[src/rtl/fsmc_sync_slave_if.sv]
// ---------------------------------------------------------------------------
// fsmc_sync_slave_if
//   Bundles the STM32 FSMC pin-side signals and the register-decoder side
//   signals of fsmc_sync_slave into one interface.
//
//   FSMC pins (async)  : aNE, aNOE, aNWE (active low), aA, aD_in
//   Pad drive          : d_oe, d_out (to SB_IO OUTPUT_ENABLE / D_OUT_0)
//   Decoder side       : r_adr, do_read, r_data (combinational from r_adr),
//                        w_adr, w_data, do_write
//   Status             : proto_err (1-cycle pulse on illegal strobe combo)
//
//   Modports:
//     slave  - the FSMC slave block itself
//     master - the environment (pins + decoder) around the slave
// ---------------------------------------------------------------------------
interface fsmc_sync_slave_if #(
    parameter int ADRW = 8,
    parameter int DATW = 16
);
    logic            aNE;
    logic            aNOE;
    logic            aNWE;
    logic [ADRW-1:0] aA;
    logic [DATW-1:0] aD_in;
    logic [ADRW-1:0] r_adr;
    logic [ADRW-1:0] w_adr;
    logic            do_read;
    logic [DATW-1:0] r_data;
    logic            do_write;
    logic [DATW-1:0] w_data;
    logic            d_oe;
    logic [DATW-1:0] d_out;
    logic            proto_err;

    modport slave (
        input  aNE, aNOE, aNWE, aA, aD_in, r_data,
        output r_adr, w_adr, do_read, do_write, w_data, d_oe, d_out, proto_err
    );

    modport master (
        output aNE, aNOE, aNWE, aA, aD_in, r_data,
        input  r_adr, w_adr, do_read, do_write, w_data, d_oe, d_out, proto_err
    );
endinterface

[src/rtl/fsmc_sync_slave.sv]
// ---------------------------------------------------------------------------
// fsmc_sync_slave
//   Asynchronous STM32 FSMC (NOR/SRAM, non-multiplexed) slave clocked on the
//   PLL clock. The async strobes, address and data are synchronised through
//   equal-depth flop chains, and each bus cycle becomes a single-cycle
//   do_write or do_read strobe for the register decoder. Read data is driven
//   back onto the tristate pads via d_oe/d_out.
//
//   Ports:
//     clk  - system clock (PLL)
//     rst  - synchronous, active-high reset
//     bus  - fsmc_sync_slave_if.slave (pins, pad drive, decoder side)
//
//   Parameters:
//     ADRW, DATW   - address / data widths (must match the interface)
//     SYNC_STAGES  - synchroniser depth (>= 2), same for ctrl, addr, data
// ---------------------------------------------------------------------------
module fsmc_sync_slave #(
    parameter int ADRW        = 8,
    parameter int DATW        = 16,
    parameter int SYNC_STAGES = 2
) (
    input  logic                 clk,
    input  logic                 rst,
    fsmc_sync_slave_if.slave     bus
);

    typedef enum logic [1:0] {IDLE, WR, RD, WAIT_REL} state_e;

    // Counts cycles since reset release so the first cycle with real
    // synchronised strobes can be recognised (presets are not bus state).
    localparam int BOOT_W = $clog2(SYNC_STAGES + 2);

    // ---------------- synchronisers ----------------
    logic [SYNC_STAGES-1:0] ne_sync_q, noe_sync_q, nwe_sync_q;
    logic [ADRW-1:0]        a_sync_q [SYNC_STAGES];
    logic [DATW-1:0]        d_sync_q [SYNC_STAGES];

    logic            s_ne, s_noe, s_nwe;
    logic [ADRW-1:0] s_a;
    logic [DATW-1:0] s_d;

    always_ff @(posedge clk) begin
        if (rst) begin
            // NOTE: these chains are plain flops, not RAM, so resetting every
            // stage is cheap and keeps the strobes deasserted after reset.
            ne_sync_q  <= '1;
            noe_sync_q <= '1;
            nwe_sync_q <= '1;
            for (int i = 0; i < SYNC_STAGES; i++) begin
                a_sync_q[i] <= '0;
                d_sync_q[i] <= '0;
            end
        end else begin
            // NOTE: non-blocking assignments so every stage samples the value
            // its predecessor held before this edge.
            ne_sync_q   <= {ne_sync_q[SYNC_STAGES-2:0],  bus.aNE};
            noe_sync_q  <= {noe_sync_q[SYNC_STAGES-2:0], bus.aNOE};
            nwe_sync_q  <= {nwe_sync_q[SYNC_STAGES-2:0], bus.aNWE};
            a_sync_q[0] <= bus.aA;
            d_sync_q[0] <= bus.aD_in;
            for (int i = 1; i < SYNC_STAGES; i++) begin
                a_sync_q[i] <= a_sync_q[i-1];
                d_sync_q[i] <= d_sync_q[i-1];
            end
        end
    end

    assign s_ne  = ne_sync_q[SYNC_STAGES-1];
    assign s_noe = noe_sync_q[SYNC_STAGES-1];
    assign s_nwe = nwe_sync_q[SYNC_STAGES-1];
    assign s_a   = a_sync_q[SYNC_STAGES-1];
    assign s_d   = d_sync_q[SYNC_STAGES-1];

    // ---------------- state ----------------
    state_e          state_q, state_d;
    logic [BOOT_W-1:0] boot_q;
    logic            first_real;
    logic [ADRW-1:0] wa_q, wa_d;
    logic [DATW-1:0] wd_q, wd_d;
    logic [ADRW-1:0] w_adr_q, w_adr_d, r_adr_q, r_adr_d;
    logic [DATW-1:0] w_data_q, w_data_d, d_out_q, d_out_d;
    logic            do_write_q, do_write_d;
    logic            rd_entry_q, rd_entry_d;
    logic            do_read_q;
    logic            proto_err_q, proto_err_d;
    logic            d_oe_q, d_oe_d;

    assign first_real = (boot_q == BOOT_W'(SYNC_STAGES));

    always_comb begin
        // NOTE: every signal gets a default first so no path infers a latch.
        state_d     = state_q;
        wa_d        = wa_q;
        wd_d        = wd_q;
        w_adr_d     = w_adr_q;
        w_data_d    = w_data_q;
        r_adr_d     = r_adr_q;
        d_out_d     = d_out_q;
        d_oe_d      = d_oe_q;
        do_write_d  = 1'b0;
        rd_entry_d  = 1'b0;
        proto_err_d = 1'b0;

        unique case (state_q)
            IDLE: begin
                d_oe_d = 1'b0;
                if (first_real && !(s_ne && s_noe && s_nwe)) begin
                    // Reset released mid-cycle: wait for the bus to go idle
                    // rather than commit a partial cycle.
                    state_d = WAIT_REL;
                end else if (!s_ne) begin
                    if (!s_nwe && !s_noe) begin
                        proto_err_d = 1'b1;
                        state_d     = WAIT_REL;
                    end else if (!s_nwe) begin
                        wa_d    = s_a;
                        wd_d    = s_d;
                        state_d = WR;
                    end else if (!s_noe) begin
                        r_adr_d    = s_a;
                        rd_entry_d = 1'b1;
                        d_oe_d     = 1'b1;
                        state_d    = RD;
                    end
                end
            end
            WR: begin
                if (!s_noe) begin
                    proto_err_d = 1'b1;
                    state_d     = WAIT_REL;
                end else if (s_nwe || s_ne) begin
                    // wa/wd still hold the last sample taken with s_NWE low.
                    w_adr_d    = wa_q;
                    w_data_d   = wd_q;
                    do_write_d = 1'b1;
                    state_d    = IDLE;
                end else begin
                    wa_d = s_a;
                    wd_d = s_d;
                end
            end
            RD: begin
                d_out_d = bus.r_data;
                if (!s_nwe) begin
                    proto_err_d = 1'b1;
                    d_oe_d      = 1'b0;
                    state_d     = WAIT_REL;
                end else if (s_noe || s_ne) begin
                    d_oe_d  = 1'b0;
                    state_d = IDLE;
                end else begin
                    d_oe_d = 1'b1;
                end
            end
            WAIT_REL: begin
                d_oe_d = 1'b0;
                if (s_ne && s_noe && s_nwe) begin
                    state_d = IDLE;
                end
            end
            default: state_d = IDLE;
        endcase
    end

    always_ff @(posedge clk) begin
        if (rst) begin
            state_q     <= IDLE;
            boot_q      <= '0;
            wa_q        <= '0;
            wd_q        <= '0;
            w_adr_q     <= '0;
            w_data_q    <= '0;
            r_adr_q     <= '0;
            d_out_q     <= '0;
            d_oe_q      <= 1'b0;
            do_write_q  <= 1'b0;
            rd_entry_q  <= 1'b0;
            do_read_q   <= 1'b0;
            proto_err_q <= 1'b0;
        end else begin
            state_q     <= state_d;
            if (boot_q != BOOT_W'(SYNC_STAGES + 1)) begin
                boot_q <= boot_q + BOOT_W'(1);
            end
            wa_q        <= wa_d;
            wd_q        <= wd_d;
            w_adr_q     <= w_adr_d;
            w_data_q    <= w_data_d;
            r_adr_q     <= r_adr_d;
            d_out_q     <= d_out_d;
            d_oe_q      <= d_oe_d;
            do_write_q  <= do_write_d;
            rd_entry_q  <= rd_entry_d;
            do_read_q   <= rd_entry_q;   // r_adr leads do_read by one cycle
            proto_err_q <= proto_err_d;
        end
    end

    // ---------------- outputs ----------------
    assign bus.r_adr     = r_adr_q;
    assign bus.w_adr     = w_adr_q;
    assign bus.w_data    = w_data_q;
    assign bus.do_write  = do_write_q;
    assign bus.do_read   = do_read_q;
    assign bus.proto_err = proto_err_q;
    assign bus.d_out     = d_out_q;
    // Contention guard: never drive the pads while the master is writing.
    assign bus.d_oe      = d_oe_q & s_nwe;

endmodule

[src/flat_wrapper.sv]
// flat-port wrapper written by rule: the top's interface ports become plain ports
module fsmc_sync_slave_flat 
#(
    parameter int ADRW        = 8,
    parameter int DATW        = 16,
    parameter int SYNC_STAGES = 2
)
  (clk, rst, bus_aNE, bus_aNOE, bus_aNWE, bus_aA, bus_aD_in, bus_r_data, bus_r_adr, bus_w_adr, bus_do_read, bus_do_write, bus_w_data, bus_d_oe, bus_d_out, bus_proto_err);
  fsmc_sync_slave_if #(.ADRW(ADRW), .DATW(DATW)) bus_i ();
  input  logic clk;
  input  logic rst;
  input wire logic [$bits(bus_i.aNE)-1:0] bus_aNE;
  input wire logic [$bits(bus_i.aNOE)-1:0] bus_aNOE;
  input wire logic [$bits(bus_i.aNWE)-1:0] bus_aNWE;
  input wire logic [$bits(bus_i.aA)-1:0] bus_aA;
  input wire logic [$bits(bus_i.aD_in)-1:0] bus_aD_in;
  input wire logic [$bits(bus_i.r_data)-1:0] bus_r_data;
  output wire logic [$bits(bus_i.r_adr)-1:0] bus_r_adr;
  output wire logic [$bits(bus_i.w_adr)-1:0] bus_w_adr;
  output wire logic [$bits(bus_i.do_read)-1:0] bus_do_read;
  output wire logic [$bits(bus_i.do_write)-1:0] bus_do_write;
  output wire logic [$bits(bus_i.w_data)-1:0] bus_w_data;
  output wire logic [$bits(bus_i.d_oe)-1:0] bus_d_oe;
  output wire logic [$bits(bus_i.d_out)-1:0] bus_d_out;
  output wire logic [$bits(bus_i.proto_err)-1:0] bus_proto_err;
  assign bus_i.aNE = bus_aNE;
  assign bus_i.aNOE = bus_aNOE;
  assign bus_i.aNWE = bus_aNWE;
  assign bus_i.aA = bus_aA;
  assign bus_i.aD_in = bus_aD_in;
  assign bus_i.r_data = bus_r_data;
  assign bus_r_adr = bus_i.r_adr;
  assign bus_w_adr = bus_i.w_adr;
  assign bus_do_read = bus_i.do_read;
  assign bus_do_write = bus_i.do_write;
  assign bus_w_data = bus_i.w_data;
  assign bus_d_oe = bus_i.d_oe;
  assign bus_d_out = bus_i.d_out;
  assign bus_proto_err = bus_i.proto_err;
  fsmc_sync_slave #(.ADRW(ADRW), .DATW(DATW), .SYNC_STAGES(SYNC_STAGES)) u_core (.clk(clk), .rst(rst), .bus(bus_i));
endmodule
[config.mk]
export PLATFORM = sky130hd
export DESIGN_NAME = fsmc_sync_slave_flat
export DESIGN_NICKNAME = d
export VERILOG_FILES = /design/src/rtl/fsmc_sync_slave_if.sv /design/src/rtl/fsmc_sync_slave.sv /design/src/flat_wrapper.sv
export SDC_FILE = /design/constraint.sdc
export NUM_CORES = 1
export LEC_CHECK = 0
export CAP_MARGIN = 20
export CORE_ASPECT_RATIO = 0.7
export CORE_MARGIN = 2
export CORE_UTILIZATION = 52
export CTS_BUF_LIST = sky130_fd_sc_hd__clkbuf_8
export DETAILED_ROUTE_END_ITERATION = 12
export PLACE_DENSITY = 0.84
export SLEW_MARGIN = 20
export SYNTH_ARGS = -nofsm -noshare
export SYNTH_HDL_FRONTEND = slang
export SYNTH_SLANG_ARGS = --single-unit
[constraint.sdc]
create_clock -name clk -period 2.8 [get_ports clk]
set_input_delay 0.56 -clock clk [delete_from_list [all_inputs] [get_ports clk]]
set_output_delay 0.56 -clock clk [all_outputs]
set_load 0.1 [all_outputs]
==> impl_metrics.tcl <==
set metrics [dict create \
    run_status "complete, no violations" \
    initial_utilization_pct 54.4 \
    drtPass1Iterations 5 \
    worstSkewPairLatency_ps 430 \
    drv.max_cap_violation_count 0 \
    setup_viols_final 0 \
    hold_ws_ps 406 \
    tritoncts_num_sinks 135 \
    wire_length_per_cell_after_detailed_routing_um 14.1 \
    rows 28 \
    layout.nets 621 \
    max_slew_margin_pct 38.1 \
    worstSetupPathType "flip-flop to flip-flop" \
    finalHoldViolations 0 \
    hold_buffers 0 \
    post-route-period-util_pct 74.0 \
    cp.buffers_inverters 0 \
    design.die.area_um2 9770 \
    cell_type_group_with_the_largest_total_delay_on_the_critical_path "simple AND/OR/NAND/NOR gates" \
    number_of_synthesized_flops_with_an_enable_pin 0 \
    grt_setup_unrepaired "no" \
    hpwl_mm 6.50 \
    cts.clk_slew.worst_paths_ps 70 \
    timing.hold.worst.class "flip-flop to flip-flop" \
    ys_types 39 \
    cts.root.buffer_cell "sky130_fd_sc_hd__clkbuf_8" \
    grt_antenna_before_repair 0 \
    ys.warnings.count 0 \
    worst_ep_arrival_time_ps 2380 \
    path_max_fanout 26 \
    htree_num_levels 4 \
    final_core_utilization_pct 68.8 \
    power_leakage_nw 2.21 \
    die-width_um 117 \
    tightest_pin_transition_ps 929 \
    grt.total_usage_pct 20.6 \
    drc 0 \
    syn_avg_cell_area_um2 9.37 \
    final_cell_area_um2 5910 \
    totalNegativeSetupSlack_ps 0 \
    yosysSeqAreaShare_pct 57.8 \
    cts-resized-gates 0 \
    syn_area_um2 4670 \
    synthesized_net_count 546 \
    timing.final.max_slew_violations 0 \
    report.power.total_w 0.00409 \
    maximum_number_of_pins_on_one_net_before_global_route_repair 70 \
    dr_total_vias 3723 \
    cts_inserted_buffers 17 \
    drive_above_1_share_pct 17.2 \
    antennaDiodeCount 0 \
    p_per_area_nw_per_um2 692 \
    deepest_clock_path_buffer_count 2 \
    floorplan.io_pins 97 \
    core_region_area_um2 8580 \
    routed_via_density 5.27 \
    tritoncts_clock_tree "yes" \
    fin_skew_ps 15.1 \
    timing.critical_path.required_ps 3100 \
    routed_wirelength_mm 9.99 \
    route.antenna.remaining_nets 0 \
    syn_to_final_growth_pct 26.4 \
    place_area_um2 5480 \
    setup.worst_path.end_class "flip-flop" \
    irDropWorstVdd_uv 433 \
    number_of_global_route_vias_before_repair 3313 \
    synth.ff_latch_count 135 \
    port-buffer-count 96 \
    gp_routability_congestion 0.783 \
    start_kind "flip-flop" \
    overflow 0 \
    async_set_or_reset_flop_fraction_in_the_synthesized_netlist_pct 0 \
    fillerInstances 675 \
    die_y_um 83.3 \
    drc_violation_total_after_the_first_tritonroute_iteration 383 \
    min_period_ps 2070 \
    cp_slowest_cell "sky130_fd_sc_hd__nand3b_1" \
    fmax_mhz 483 \
    timing.critical_path.slowest_cell_delay_ps 750 \
    chain_of_cells_forming_the_critical_path "nand3b_1 > o21ai_0 > a21oi_1" \
    first_pass_grt_wire_length_mm 16.2 \
    post_synth_inst_count 499 \
    postCtsSetupBuffers 0 \
    synth_ff_type "sky130_fd_sc_hd__dfxtp_1" \
]
metrics by stage:
stage	instances	worst slack (ps)
floorplan	499	895
finish	707	728
detailed placement	675	740
global placement	675	939
global route	707	457
CTS	707	692
power by group:
part	leakage, nW	switching (W)	internal [W]
clock network	0.227	0.000679	0.000988
logic	0.886	0.000263	0.000139
registers	1.10	0.0000393	0.00198
cell usage in the layout, fill, tap and decap left out, types with 5 or more instances in the layout:
master and count:
sky130_fd_sc_hd__clkdlybuf4s50_1 43, sky130_fd_sc_hd__or2_2 7, sky130_fd_sc_hd__o21ai_1 22, sky130_fd_sc_hd__nor2_1 5, sky130_fd_sc_hd__o21ai_0 35, sky130_fd_sc_hd__nand2b_1 5
sky130_fd_sc_hd__clkbuf_8 22, sky130_fd_sc_hd__a21oi_1 75, sky130_fd_sc_hd__dfxtp_1 135, sky130_fd_sc_hd__buf_4 58, sky130_fd_sc_hd__nand2_1 32, sky130_fd_sc_hd__nor2b_1 50
sky130_fd_sc_hd__nand3_1 58
cells in the mapped netlist (5+ instances only):
| library cell | count | share of area, % |
|---|---|---|
| sky130_fd_sc_hd__nor2_1 | 5 | 0.40 |
| sky130_fd_sc_hd__nand2_1 | 32 | 2.6 |
| sky130_fd_sc_hd__clkbuf_1 | 25 | 2.0 |
| sky130_fd_sc_hd__o21ai_0 | 35 | 3.7 |
| sky130_fd_sc_hd__or2_2 | 7 | 0.94 |
| sky130_fd_sc_hd__nand2b_1 | 5 | 0.67 |
| sky130_fd_sc_hd__nor2b_1 | 50 | 6.7 |
| sky130_fd_sc_hd__dfxtp_1 | 135 | 58 |
| sky130_fd_sc_hd__buf_2 | 10 | 1.1 |
| sky130_fd_sc_hd__a21oi_1 | 75 | 8.0 |
| sky130_fd_sc_hd__nand3_1 | 58 | 6.2 |
| sky130_fd_sc_hd__o21ai_1 | 22 | 2.4 |
area by class of cell:
cell class,instances,area [µm²],share of cell area [%]
clock buffers,22,303,5.13
clock inverters,10,125,2.12
inverters,2,7.51,0.127
multi-input cells,316,1730,29.3
flip-flops and latches,135,2700,45.8
well taps,120,150,2.54
repair buffers,102,886,15.0
final timing paths:
check / slack [ps] / start / end / depth (start not counted)
hold / removal: 410 / u_core.noe_sync_q[0]$_SDFF_PP1_ / u_core.noe_sync_q[1]$_SDFF_PP1_ / 1
setup reg to reg: 730 / u_core.state_q[0]$_SDFFE_PP0P_ / u_core.bus.w_data[14]$_SDFFE_PP0P_ / 3
hold reg to reg: 410 / u_core.noe_sync_q[0]$_SDFF_PP1_ / u_core.noe_sync_q[1]$_SDFF_PP1_ / 1
setup / recovery: 730 / u_core.state_q[0]$_SDFFE_PP0P_ / u_core.bus.w_data[14]$_SDFFE_PP0P_ / 3
sequential cells by signal, summed over array words and instances (netlist names), 2 cells and up:
signal	cells
u_core.d_sync_q	32
u_core.a_sync_q	16
u_core.bus.d_out	16
u_core.bus.w_data	16
u_core.wd_q	16
u_core.bus.r_adr	8
u_core.bus.w_adr	8
u_core.wa_q	8
u_core.boot_q	2
u_core.ne_sync_q	2
u_core.noe_sync_q	2
u_core.nwe_sync_q	2
u_core.state_q	2
metal layers:
layer | vias to the layer above | track usage (%) | wire length (µm)
met5 | - | 0 | 0
met1 | 1734 | 28.7 | 4650
li1 | 1844 | - | -
met2 | 136 | 29.6 | 4480
met3 | 9 | 7.69 | 781
met4 | 0 | 6.35 | 78
kinds of logic (layout without fill, tap and decap cells):
kind of cell | Yosys count | count (layout) | synth area share [%]
xor+xnor | 1 | 1 | 0.187
flops | 135 | 135 | 57.8
simple gates | 175 | 175 | 21.1
compound gates | 138 | 138 | 15.2
fa+ha+maj | 2 | 2 | 0.535
buf+inv | 48 | 136 | 5.09
No activity file was read; power rests on OpenSTA's default activity.
